===== config.mk =====
export PLATFORM = sky130hd
export DESIGN_NAME = shift_load_sequencer
export DESIGN_NICKNAME = d
export VERILOG_FILES = /design/src/rtl/shift_load_pkg.sv /design/src/rtl/shift_load_bitsel.sv /design/src/rtl/shift_load_sequencer.sv
export SDC_FILE = /design/constraint.sdc
export NUM_CORES = 1
export LEC_CHECK = 0
export ABC_CLOCK_PERIOD_IN_PS = 1900
export BUFFER_PORTS_ARGS = -buffer_cell sky130_fd_sc_hd__buf_2
export CORE_MARGIN = 1
export CORE_UTILIZATION = 45
export DETAILED_ROUTE_END_ITERATION = 12
export PLACE_DENSITY = 0.68
export SYNTH_ARGS = -nofsm -noshare
export SYNTH_HDL_FRONTEND = slang
export SYNTH_SLANG_ARGS = --single-unit

===== constraint.sdc =====
create_clock -name clk -period 1.9 [get_ports clk]
set_input_delay 0.19 -clock clk [delete_from_list [all_inputs] [get_ports clk]]
set_output_delay 0.19 -clock clk [all_outputs]
set_load 0.02 [all_outputs]

===== src/rtl/shift_load_pkg.sv =====
// Shared types and constants for the shift-load sequencer.
// State encodings are plain constants so older tools and netlists see the same values.
package shift_load_pkg;

  typedef enum logic [1:0] {
    IDLE  = 2'd0,
    SHIFT = 2'd1,
    DONE  = 2'd2,
    CHECK = 2'd3
  } state_e;

  localparam logic [1:0] ST_IDLE  = 2'd0;
  localparam logic [1:0] ST_SHIFT = 2'd1;
  localparam logic [1:0] ST_DONE  = 2'd2;
  localparam logic [1:0] ST_CHECK = 2'd3;

  localparam logic DIR_LEFT  = 1'b1;
  localparam logic DIR_RIGHT = 1'b0;

endpackage


===== src/rtl/shift_load_bitsel.sv =====
// Combinational bit picker: left transfers go MSB first, right transfers go LSB first,
// so the downstream register ends up holding the word unchanged in both directions.
module shift_load_bitsel
  import shift_load_pkg::*;
#(
  parameter int WIDTH = 4,
  parameter int CNT_W = $clog2(WIDTH)
) (
  input  logic [WIDTH-1:0] word,
  input  logic             dir,
  input  logic [CNT_W-1:0] idx,
  output logic             bit_o
);

  logic [CNT_W-1:0] rev_idx;

  // Mirror the index for MSB-first streaming.
  always_comb begin
    rev_idx = CNT_W'(WIDTH - 1) - idx;
    bit_o   = 1'b0;
    if (dir == DIR_LEFT) begin
      bit_o = word[rev_idx];
    end else begin
      bit_o = word[idx];
    end
  end

endmodule


===== src/rtl/shift_load_sequencer.sv =====
// Streams a parallel word into a bidirectional shift register over WIDTH cycles.
// Optional read-back compare of the register contents is enabled by SHIFT_LOAD_CHECK_EN.
module shift_load_sequencer
  import shift_load_pkg::*;
#(
  parameter int WIDTH = 4
) (
  input  logic             clk,
  input  logic             rst,
  input  logic [WIDTH-1:0] word_in,
  input  logic             dir_in,
  input  logic             start_valid,
  output logic             start_ready,
  output logic             serial_out,
  output logic             shift_left,
  output logic             shift_en,
  output logic             busy,
  output logic             done
`ifdef SHIFT_LOAD_CHECK_EN
  ,
  input  logic [WIDTH-1:0] data_chk,
  output logic             chk_ok
`endif
);

  localparam int CNT_W = $clog2(WIDTH);

  logic [1:0]       state_q, state_d;
  logic [CNT_W-1:0] cnt_q, cnt_d;
  logic [WIDTH-1:0] word_q, word_d;
  logic             left_q, left_d;
  logic             serial_q, serial_d;
  logic             shift_en_q, shift_en_d;
  logic             done_q, done_d;
  logic             busy_q, busy_d;
  logic             ready_q, ready_d;
`ifdef SHIFT_LOAD_CHECK_EN
  logic             chk_ok_q, chk_ok_d;
`endif

  logic [WIDTH-1:0] sel_word;
  logic             sel_dir;
  logic [CNT_W-1:0] sel_idx;
  logic             sel_bit;
  logic             accept;

  assign accept = start_valid & ready_q;

  // In IDLE the first bit comes straight from the inputs; afterwards from the latch.
  always_comb begin
    sel_word = word_q;
    sel_dir  = left_q;
    sel_idx  = cnt_q + CNT_W'(1);
    if (state_q == ST_IDLE) begin
      sel_word = word_in;
      sel_dir  = dir_in;
      sel_idx  = {CNT_W{1'b0}};
    end else begin
      sel_word = word_q;
      sel_dir  = left_q;
      sel_idx  = cnt_q + CNT_W'(1);
    end
  end

  shift_load_bitsel #(
    .WIDTH (WIDTH),
    .CNT_W (CNT_W)
  ) u_bitsel (
    .word  (sel_word),
    .dir   (sel_dir),
    .idx   (sel_idx),
    .bit_o (sel_bit)
  );

  // Next-state and next-output logic; serial_out/shift_en default to the idle values.
  always_comb begin
    state_d    = state_q;
    cnt_d      = cnt_q;
    word_d     = word_q;
    left_d     = left_q;
    serial_d   = 1'b0;
    shift_en_d = 1'b0;
    done_d     = 1'b0;
`ifdef SHIFT_LOAD_CHECK_EN
    chk_ok_d   = 1'b0;
`endif
    case (state_q)
      ST_IDLE: begin
        if (accept) begin
          state_d    = ST_SHIFT;
          cnt_d      = {CNT_W{1'b0}};
          word_d     = word_in;
          left_d     = dir_in;
          serial_d   = sel_bit;
          shift_en_d = 1'b1;
        end else begin
          state_d = ST_IDLE;
        end
      end
      ST_SHIFT: begin
        if (cnt_q == CNT_W'(WIDTH - 1)) begin
          // Last bit is being sampled downstream on this edge.
          state_d = ST_DONE;
          cnt_d   = {CNT_W{1'b0}};
`ifndef SHIFT_LOAD_CHECK_EN
          done_d  = 1'b1;
`endif
        end else begin
          cnt_d      = cnt_q + CNT_W'(1);
          serial_d   = sel_bit;
          shift_en_d = 1'b1;
        end
      end
      ST_DONE: begin
`ifdef SHIFT_LOAD_CHECK_EN
        state_d  = ST_CHECK;
        done_d   = 1'b1;
        chk_ok_d = (data_chk == word_q);
`else
        state_d  = ST_IDLE;
`endif
      end
      ST_CHECK: begin
        state_d = ST_IDLE;
      end
      default: begin
        state_d = ST_IDLE;
      end
    endcase
    busy_d  = (state_d != ST_IDLE);
    ready_d = (state_d == ST_IDLE);
  end

  // State and output registers with synchronous reset.
  always_ff @(posedge clk) begin
    if (rst) begin
      state_q    <= ST_IDLE;
      cnt_q      <= {CNT_W{1'b0}};
      word_q     <= {WIDTH{1'b0}};
      left_q     <= 1'b0;
      serial_q   <= 1'b0;
      shift_en_q <= 1'b0;
      done_q     <= 1'b0;
      busy_q     <= 1'b0;
      ready_q    <= 1'b1;
    end else begin
      state_q    <= state_d;
      cnt_q      <= cnt_d;
      word_q     <= word_d;
      left_q     <= left_d;
      serial_q   <= serial_d;
      shift_en_q <= shift_en_d;
      done_q     <= done_d;
      busy_q     <= busy_d;
      ready_q    <= ready_d;
    end
  end

`ifdef SHIFT_LOAD_CHECK_EN
  // Compare result register, pulses alongside done.
  always_ff @(posedge clk) begin
    if (rst) begin
      chk_ok_q <= 1'b0;
    end else begin
      chk_ok_q <= chk_ok_d;
    end
  end

  assign chk_ok = chk_ok_q;
`endif

  assign start_ready = ready_q;
  assign serial_out  = serial_q;
  assign shift_left  = left_q;
  assign shift_en    = shift_en_q;
  assign busy        = busy_q;
  assign done        = done_q;

endmodule


==> flow_summary_export.csv, run 1 <==
group,metric,value,unit
layout,multi_input_area,311.5,um^2
die,die_x,39.18,um
yosys,synthFlopType,"dfxtp_1",
die,ios,14,
yosys,synth_top_cell_area_share,45.07,%
clocking,cts_tree,"yes",
die,die_y,39.18,um
die,rows,13,
yosys,async_flop_share,0,%
clocking,cts_made_buffers,3,
placement,place_area,679.4,um^2
setup_path,arrival,1.78,ns
sta,hold_viol,0,
drt,first_pass_iters,4,
sta,worst_pin_slew,0.4168,ns
clocking,path_clk_slew,0.08,ns
global_route,overflow,0,
yosys,ys_ff_latch,14,
clocking,htree_num_levels,1,
clocking,postCtsHoldBufs,0,
clocking,clock_sinks,14,
sta,slew_violations,0,
sta,timing.fmax,622.0,MHz
placement,dp_hpwl,803.9,um
clocking,cts-root-buf,"clkbuf_4",
sta,fin_crit,1.608,ns
global_route,grt_usage,15.99,%
yosys,synthCells,60,
layout,final_util,54.63,%
layout,drive_above_1_share,32.88,%
setup_path,crit_type,"flop to flop",
yosys,synth_area,621.8,um^2
global_route,antenna_found_initial,0,
yosys,yosysSeqAreaShare,45.07,%
global_route,grt_max_degree,13,
drt,drtIter0Drc,11,
setup_path,end_kind,"flop",
job,cap_violations,0,
sta,slew_headroom,72.22,%
setup_path,worst-path-max-fanout,9,
yosys,ys_warn_count,0,
drt,routedWlPerCell,12.70,um
placement,place_congestion,0.8101,
setup_path,required,2.08,ns
global_route,grt_pass1_vias,379,
power_and_ir_drop,power_density,861.5,nW/um^2
layout,ff_latch_area,280.3,um^2
global_route,grt_first_pass_wirelength,1524,um
drt,ant_nets,0,
layout,area_growth,12.88,%
drt,wl_met1,538,um
drt,viasPerCell,5.364,
yosys,synth_area_per_cell,10.36,um^2
setup_path,cp-start-kind,"flop",
die,coreArea,1285,um^2
run_status,status,"finished, final reports clean",
sta,setup_violations,0,
drt,vias,472,
yosys,synth_nets,69,
drt,met2_length,527,um
yosys,synth_top_area_cell,"dfxtp_1",
placement,dp_cells,85,
layout,postLayoutCellArea,701.9,um^2
yosys,synthTopCellsByArea,"dfxtp_1, mux2i_1, nor2_1, buf_6, mux2_2",
min_path,hold_path.class,"input port to flop",
clocking,clockBufferDepth,2,
sta,rsz0062_at_grt,"false",
die,die_area,1535,um^2
layout,instances_no_fill,88,
yosys,synth.distinct_cells,26,
yosys,synth_edf_count,0,
drt,drcViolationCount,0,
sta,setup_tns,0,ns
drt,postRouteWirelength,1118,um
clocking,cts_resized,0,
placement,port_buffers,13,
layout,antenna_cells,0,
drt,highest_layer,"met4",
drt,wl_met3,37,um
sta,clock_skew,0.001154,ns
power_and_ir_drop,vdd_ir_drop_max,0.4498,mV
die,initial_core_util,48.39,%
layout,nets,84,
sta,period_share,84.62,%
layout,fillers,119,
power_and_ir_drop,total_leakage_power,0.0003131,uW
clocking,worstSkewPairLatency,0.28,ns
clocking,cts_setup_buffers,0,
-- cell usage in the layout (no fill, tap or decap), drive strengths merged, types with 2 or more instances in the layout --
cell type / n
a21oi: 2
mux2i: 7
nor2: 10
clkbuf: 3
dfxtp: 14
buf: 13
nor3: 3
nand2: 2
and3b: 2
nand3b: 2
mux2: 2
-- flip-flops by register name, indices dropped and copies added, names as in the netlist --
name         flops
word_q           4
cnt_q            2
state_q          2
busy             1
done             1
serial_out       1
shift_en         1
shift_left       1
start_ready      1
-- logic make-up (layout without fill, tap and decap cells) --
group / count (synthesis) / in the layout / share of synthesized area [%]
simple gates: 28 / 28 / 29.18
flops: 14 / 14 / 45.07
mux: 9 / 9 / 14.89
compound gates: 4 / 4 / 4.025
buf+inv: 4 / 17 / 4.828
fa+ha+maj: 1 / 1 / 2.012
-- area by class of cell --
| cell class | count | area share [%] |
|---|---|---|
| multi-input cells | 42 | 44.39 |
| clock buffers | 3 | 3.209 |
| inverters | 1 | 0.5348 |
| flip-flops and latches | 14 | 39.93 |
| repair buffers | 13 | 9.269 |
| well taps | 15 | 2.674 |
-- path summary, 6_finish.rpt --
check,from,to,slack [ns],cells past startpoint
min,word_in[2],word_q[2],0.14,3
max,cnt_q[0],serial_out,0.29,5
max reg2reg,cnt_q[0],serial_out,0.29,5
min reg2reg,word_q[2],word_q[2],0.52,2
-- Yosys cell counts (2+ instances only) --
library cell,instances
mux2_2,2
mux2i_1,7
and3b_1,2
nor2_1,9
a21oi_1,2
nand2_1,2
buf_6,2
dfxtp_1,14
nand3b_1,2
nor3_1,2
-- stage by stage --
step	setup slack, ns	hold slack (ns)	power (uW)
final	0.2923	0.1403	604.7
after global routing	0.2219	0.1436	630.6
after global placement	0.3621	0.4241	440.9
after CTS	0.2889	0.1365	608.7
after floorplan	0.5478	0.2654	421.3
after detailed placement	0.3013	0.4312	443.8
-- power breakdown --
part	switching, uW	internal (uW)
Combinational	56.1	52.5
Clock	94.3	73.5
Sequential	15.7	313
-- critical path: stages (launching register included) --
cell and delay (ns):
dfxtp_1 0.50, ha_1 0.35, or3_1 0.32, a21oi_1 0.14, nand4b_1 0.12, a21boi_1 0.07
-- layer usage --
| metal | GRT usage (%) | vias to the layer above |
|---|---|---|
| li1 | - | 240 |
| met1 | 18.34 | 214 |
| met2 | 23.75 | 14 |
| met3 | 3.468 | 4 |
| met4 | 15.52 | 0 |
| met5 | 0 | - |
Note: power is estimated with default switching activity, not from simulation.
==> run 2: changes to the inputs <==
--- a/config.mk
+++ b/config.mk
@@ -5,7 +5,8 @@
 export SDC_FILE = /design/constraint.sdc
 export NUM_CORES = 1
 export LEC_CHECK = 0
-export ABC_CLOCK_PERIOD_IN_PS = 1900
+export ABC_AREA = 1
+export ABC_CLOCK_PERIOD_IN_PS = 1500
 export BUFFER_PORTS_ARGS = -buffer_cell sky130_fd_sc_hd__buf_2
 export CORE_MARGIN = 1
 export CORE_UTILIZATION = 45
==> constraint.sdc (replaced) <==
create_clock -name clk -period 1.5 [get_ports clk]
set_input_delay 0.15 -clock clk [delete_from_list [all_inputs] [get_ports clk]]
set_output_delay 0.15 -clock clk [all_outputs]
set_load 0.02 [all_outputs]
==> flow_summary_export.csv, run 2 <==
group,metric,value,unit
placement,post-place-ws,0.2719,ns
min_path,hold_path.class,"input port to flop",
yosys,synth_nets,97,
job,cap_violations,0,
sta,hold_viol,0,
sta,clock_skew,0.005264,ns
layout,instances_no_fill,120,
sta,timing.fmax,803.2,MHz
die,die_x,39.62,um
sta,slew_headroom,81.14,%
layout,final_cell_mix,"nand2_1, dfxtp_1, inv_1, buf_2",
setup_path,worst-path-max-fanout,13,
clocking,postCtsHoldBufs,0,
placement,dp_hpwl,933.7,um
yosys,ys_warn_count,0,
clocking,clock_sinks,14,
clocking,clockBufferDepth,2,
placement,place_area,716.9,um^2
placement,place_congestion,0.8329,
layout,fillers,127,
sta,setup_tns,0,ns
yosys,synth_area,636.9,um^2
yosys,synth_area_per_cell,7.237,um^2
clocking,path_clk_slew,0.08,ns
layout,antenna_cells,0,
clocking,cts_made_buffers,3,
layout,drive_above_1_share,25.71,%
drt,viasPerCell,4.875,
yosys,synth_top_area_cell,"dfxtp_1",
sta,period_share,83.00,%
yosys,synthTopCellsByArea,"dfxtp_1, nand2_1, inv_1, a21oi_1, nor2_1",
layout,reg.largest.list,"word_q x4, cnt_q x2, state_q x2",
setup_path,cp-start-kind,"flop",
drt,vias,585,
yosys,synth_edf_count,0,
die,ios,14,
global_route,grt_max_degree,14,
setup_path,end_kind,"flop",
yosys,synthTopCellsByCount,"nand2_1, dfxtp_1, inv_1, a21oi_1, nor2_1",
drt,first_pass_iters,4,
placement,dp_cells,116,
yosys,async_flop_share,0,%
clocking,cts_tree,"yes",
yosys,synthCells,88,
layout,final_common_cell,"nand2_1",
sta,rsz0062_at_grt,"false",
clocking,htree_num_levels,1,
drt,routedWlPerCell,9.883,um
clocking,worstSkewPairLatency,0.28,ns
power_and_ir_drop,power_density,1151,nW/um^2
yosys,synth_most_common_cell,"nand2_1",
clocking,cts_resized,0,
setup_path,required,1.68,ns
yosys,synth_top_cell_area_share,44.01,%
sta,fin_crit,1.245,ns
sta,slew_violations,0,
drt,ant_nets,0,
yosys,yosysSeqAreaShare,44.01,%
setup_path,crit_type,"flop to flop",
run_status,status,"finished, final reports clean",
layout,final_util,57.88,%
die,initial_core_util,48.94,%
yosys,ys_ff_latch,14,
layout,multi_input_area,289.0,um^2
layout,area_growth,18.27,%
layout,ff_latch_area,280.3,um^2
sta,worst_pin_slew,0.2799,ns
power_and_ir_drop,total_leakage_power,0.0003670,uW
die,die_y,39.62,um
global_route,grt_pass1_vias,492,
layout,postLayoutCellArea,753.2,um^2
global_route,grt_first_pass_wirelength,1994,um
drt,drcViolationCount,0,
layout,nets,115,
global_route,grt_usage,19.76,%
die,rows,13,
die,die_area,1570,um^2
global_route,antenna_found_initial,0,
placement,port_buffers,13,
drt,drtIter0Drc,21,
drt,postRouteWirelength,1186,um
clocking,cts-root-buf,"clkbuf_4",
global_route,overflow,0,
layout,largest_reg_flops,4,
sta,setup_ws,0.2550,ns
clocking,cts_setup_buffers,0,
yosys,synthFlopType,"dfxtp_1",
setup_path,arrival,1.42,ns
sta,setup_violations,0,
die,coreArea,1301,um^2
power_and_ir_drop,vdd_ir_drop_max,0.6450,mV
layout,top_register,"word_q",
yosys,synth.distinct_cells,18,
-- run 2: kinds of logic after synthesis --
| family | synth area share, % |
|---|---|
| buf+inv | 10.61 |
| simple gates | 30.25 |
| flops | 44.01 |
| fa+ha+maj | 1.964 |
| compound gates | 13.16 |
-- run 2: worst paths after layout --
check,startpoint,end,slack [ns],cells past startpoint
worst max-delay path,state_q[1],start_ready,0.25,6
worst min-delay path,rst,cnt_q[1],0.12,2
worst max register to register,state_q[1],start_ready,0.25,6
worst min register to register,word_q[1],word_q[1],0.47,2
-- run 2: layout make-up --
type / count / share of cell area, %
clock buffer: 4 / 4.817
inverter: 15 / 7.475
multi-input combinational: 58 / 38.37
sequential: 14 / 37.21
tap: 15 / 2.492
timing repair buffer: 14 / 9.635
-- run 2: power breakdown --
part	switching, uW	leakage (uW)	internal [uW]
combinational	117	0.000231	63.8
clock	119	0.0000210	148
sequential	15.9	0.000115	404
-- run 2: routing by layer --
layer | GRT usage, % | vias up | share of wire, %
met5 | 0 | - | 0
met4 | 12.93 | 0 | 2.2
met3 | 5.114 | 4 | 5.4
met2 | 27.05 | 14 | 42
met1 | 26.64 | 257 | 50
li1 | - | 310 | -
-- run 2: worst max-delay path, cell delays in order, from the launching register on --
cell and delay [ns]:
dfxtp_1 0.36, nor2_4 0.18, nand3_2 0.23, nand2_1 0.14, inv_1 0.06, nor2_1 0.12
inv_1 0.05
-- run 2: stage by stage --
| step | power [uW] | hold WS [ns] |
|---|---|---|
| floorplan | 560.3 | 0.2183 |
| global placement | 608.2 | 0.4174 |
| detailed placement | 609.0 | 0.4195 |
| CTS | 871.7 | 0.1193 |
| global route | 923.8 | 0.1147 |
| finish | 866.7 | 0.1171 |
==> run 3: changes to the inputs <==
--- a/config.mk
+++ b/config.mk
@@ -6,7 +6,7 @@
 export NUM_CORES = 1
 export LEC_CHECK = 0
 export ABC_AREA = 1
-export ABC_CLOCK_PERIOD_IN_PS = 1500
+export ABC_CLOCK_PERIOD_IN_PS = 1300
 export BUFFER_PORTS_ARGS = -buffer_cell sky130_fd_sc_hd__buf_2
 export CORE_MARGIN = 1
 export CORE_UTILIZATION = 45
==> constraint.sdc (replaced) <==
create_clock -name clk -period 1.3 [get_ports clk]
set_input_delay 0.13 -clock clk [delete_from_list [all_inputs] [get_ports clk]]
set_output_delay 0.13 -clock clk [all_outputs]
set_load 0.02 [all_outputs]
==> flow_summary_export.csv, run 3 (synthesized netlist as in run 2, its figures left out) <==
group,metric,value,unit
run_status,status,"finished, final reports clean",
global_route,grt_usage,19.08,%
setup_path,end_kind,"flop",
drt,postRouteWirelength,1256,um
placement,dp_hpwl,930.8,um
setup_path,r2r_setup_slack,0.12,ns
sta,timing.hold.ws,0.1091,ns
layout,top_register,"word_q",
min_path,holdPathStages,2,
layout,drive_above_1_share,25.71,%
global_route,grt.met2_usage,24.18,%
setup_path,reg2reg_depth,6,
drt,ant_nets,0,
job,cap_violations,0,
sta,setup_violations,0,
drt,viasPerCell,4.792,
placement,place_area,716.9,um^2
global_route,use_met1,26.04,%
layout,antenna_cells,0,
clocking,cts_tree,"yes",
sta,timing.fmax,846.2,MHz
layout,final_common_cell,"nand2_1",
power_and_ir_drop,cell_internal_pwr,713.3,uW
sta,worst_pin_slew,0.2819,ns
clocking,worstSkewPairLatency,0.28,ns
clocking,cts_made_buffers,3,
setup_path,slowest_stage,"dfxtp_1",
clocking,clock_sinks,14,
power_and_ir_drop,vdd_ir_drop_max,0.7759,mV
power_and_ir_drop,power_density,1327,nW/um^2
setup_path,cp-start-kind,"flop",
setup_path,cp_cell_sequence,"ha_1, nand2_2, nor2_1, nand2_1, a21oi_1, nor2_1",
die,initial_core_util,48.94,%
placement,port_buffers,13,
global_route,grt_pass1_vias,451,
power_and_ir_drop,switching_share,29.33,%
layout,ff_latch_area,280.3,um^2
global_route,grt_max_degree,14,
setup_path,path_delay_family,"flip-flops",
setup_path,worst-path-max-fanout,4,
layout,postLayoutCellArea,760.7,um^2
layout,largest_reg_flops,4,
sta,rsz0062_at_grt,"false",
sta,hold_viol,0,
global_route,grt_first_pass_wirelength,1856,um
power_and_ir_drop,p_comb_share,21.4,%
layout,area_growth,19.45,%
power_and_ir_drop,sequentialPowerShare,48.1,%
min_path,hold_path.class,"input port to flop",
clocking,path_clk_slew,0.08,ns
sta,slew_violations,0,
sta,setup_tns,0,ns
sta,clock_skew,0.003494,ns
setup_path,cp.depth,6,
layout,final_cell_mix,"nand2_1, dfxtp_1, inv_1, buf_2",
global_route,overflow,0,
die,die_x,39.62,um
setup_path,arrival,1.36,ns
global_route,use_met3,5.114,%
drt,drtIter0Drc,19,
setup_path,critPathBufInv,0,
drt,first_pass_iters,4,
layout,reg.largest.list,"word_q x4, cnt_q x2, state_q x2",
drt,drcViolationCount,0,
global_route,antenna_found_initial,0,
drt,routedWlPerCell,10.47,um
clocking,htree_num_levels,1,
setup_path,path_common_cell,"nor2_1",
die,coreArea,1301,um^2
power_and_ir_drop,switchingPower,296.0,uW
layout,nets,115,
clocking,cts-root-buf,"clkbuf_4",
global_route,busiest_layer,"met1",
sta,period_share,90.90,%
die,rows,13,
die,ios,14,
layout,fillers,131,
setup_path,required,1.48,ns
clocking,clockBufferDepth,2,
clocking,cts_setup_buffers,0,
die,die_area,1570,um^2
sta,slew_headroom,81.01,%
placement,place_congestion,0.8468,
die,die_y,39.62,um
sta,fin_crit,1.182,ns
setup_path,max_stage_delay,0.32,ns
drt,vias,575,
power_and_ir_drop,power.total,1009,uW
clocking,postCtsHoldBufs,0,
power_and_ir_drop,total_leakage_power,0.0003675,uW
layout,multi_input_area,296.5,um^2
power_and_ir_drop,clkPwrFrac,30.5,%
setup_path,crit_type,"flop to flop",
run 3: cell type report:
| cell class | instances | share of cell area (%) |
|---|---|---|
| Inverter | 15 | 7.401 |
| Clock buffer | 4 | 4.770 |
| Timing Repair Buffer | 14 | 9.539 |
| Multi-Input combinational cell | 58 | 38.98 |
| Sequential cell | 14 | 36.84 |
| Tap cell | 15 | 2.467 |
run 3: power groups by stage:
stage / clock network, uW / logic, uW / registers [uW]
floorplan: 0 / 130 / 516
global placement: 0 / 210 / 494
detailed placement: 0 / 209 / 494
CTS: 320 / 210 / 484
global route: 333 / 244 / 490
finish: 308 / 216 / 485
run 3: final timing paths:
kind | startpoint | endpoint
worst max-delay path | cnt_q[0] | serial_out
worst min-delay path | rst | cnt_q[1]
worst max register to register | cnt_q[0] | serial_out
worst min register to register | word_q[1] | word_q[1]
run 3: worst register-to-register path, stage by stage (launching register included):
cell     delay, ns
dfxtp_1       0.32
ha_1          0.32
nand2_2       0.09
nor2_1        0.09
nand2_1       0.06
a21oi_1       0.14
nor2_1        0.06
run 3: layer usage:
layer	share of wire (%)	wire, um
met1	49	618
met2	42	527
met3	5.5	69
met4	3.3	41
met5	0	0
run 3: what timing repair did:
action / 4_1_cts / 5_1_grt
hold endpoints to repair: 0 / 0
endpoints found under the setup margin: 0 / 3
resized for setup: 0 / 1
run 3: per-stage QoR:
step	std cells	setup WS [ns]	utilization, %
floorplan	88	0.1686	-
global placement	116	0.1251	55.10
detailed placement	116	0.05664	55.10
CTS	120	0.04034	57.88
global route	120	0.0009563	58.46
finish	120	0.1183	58.46
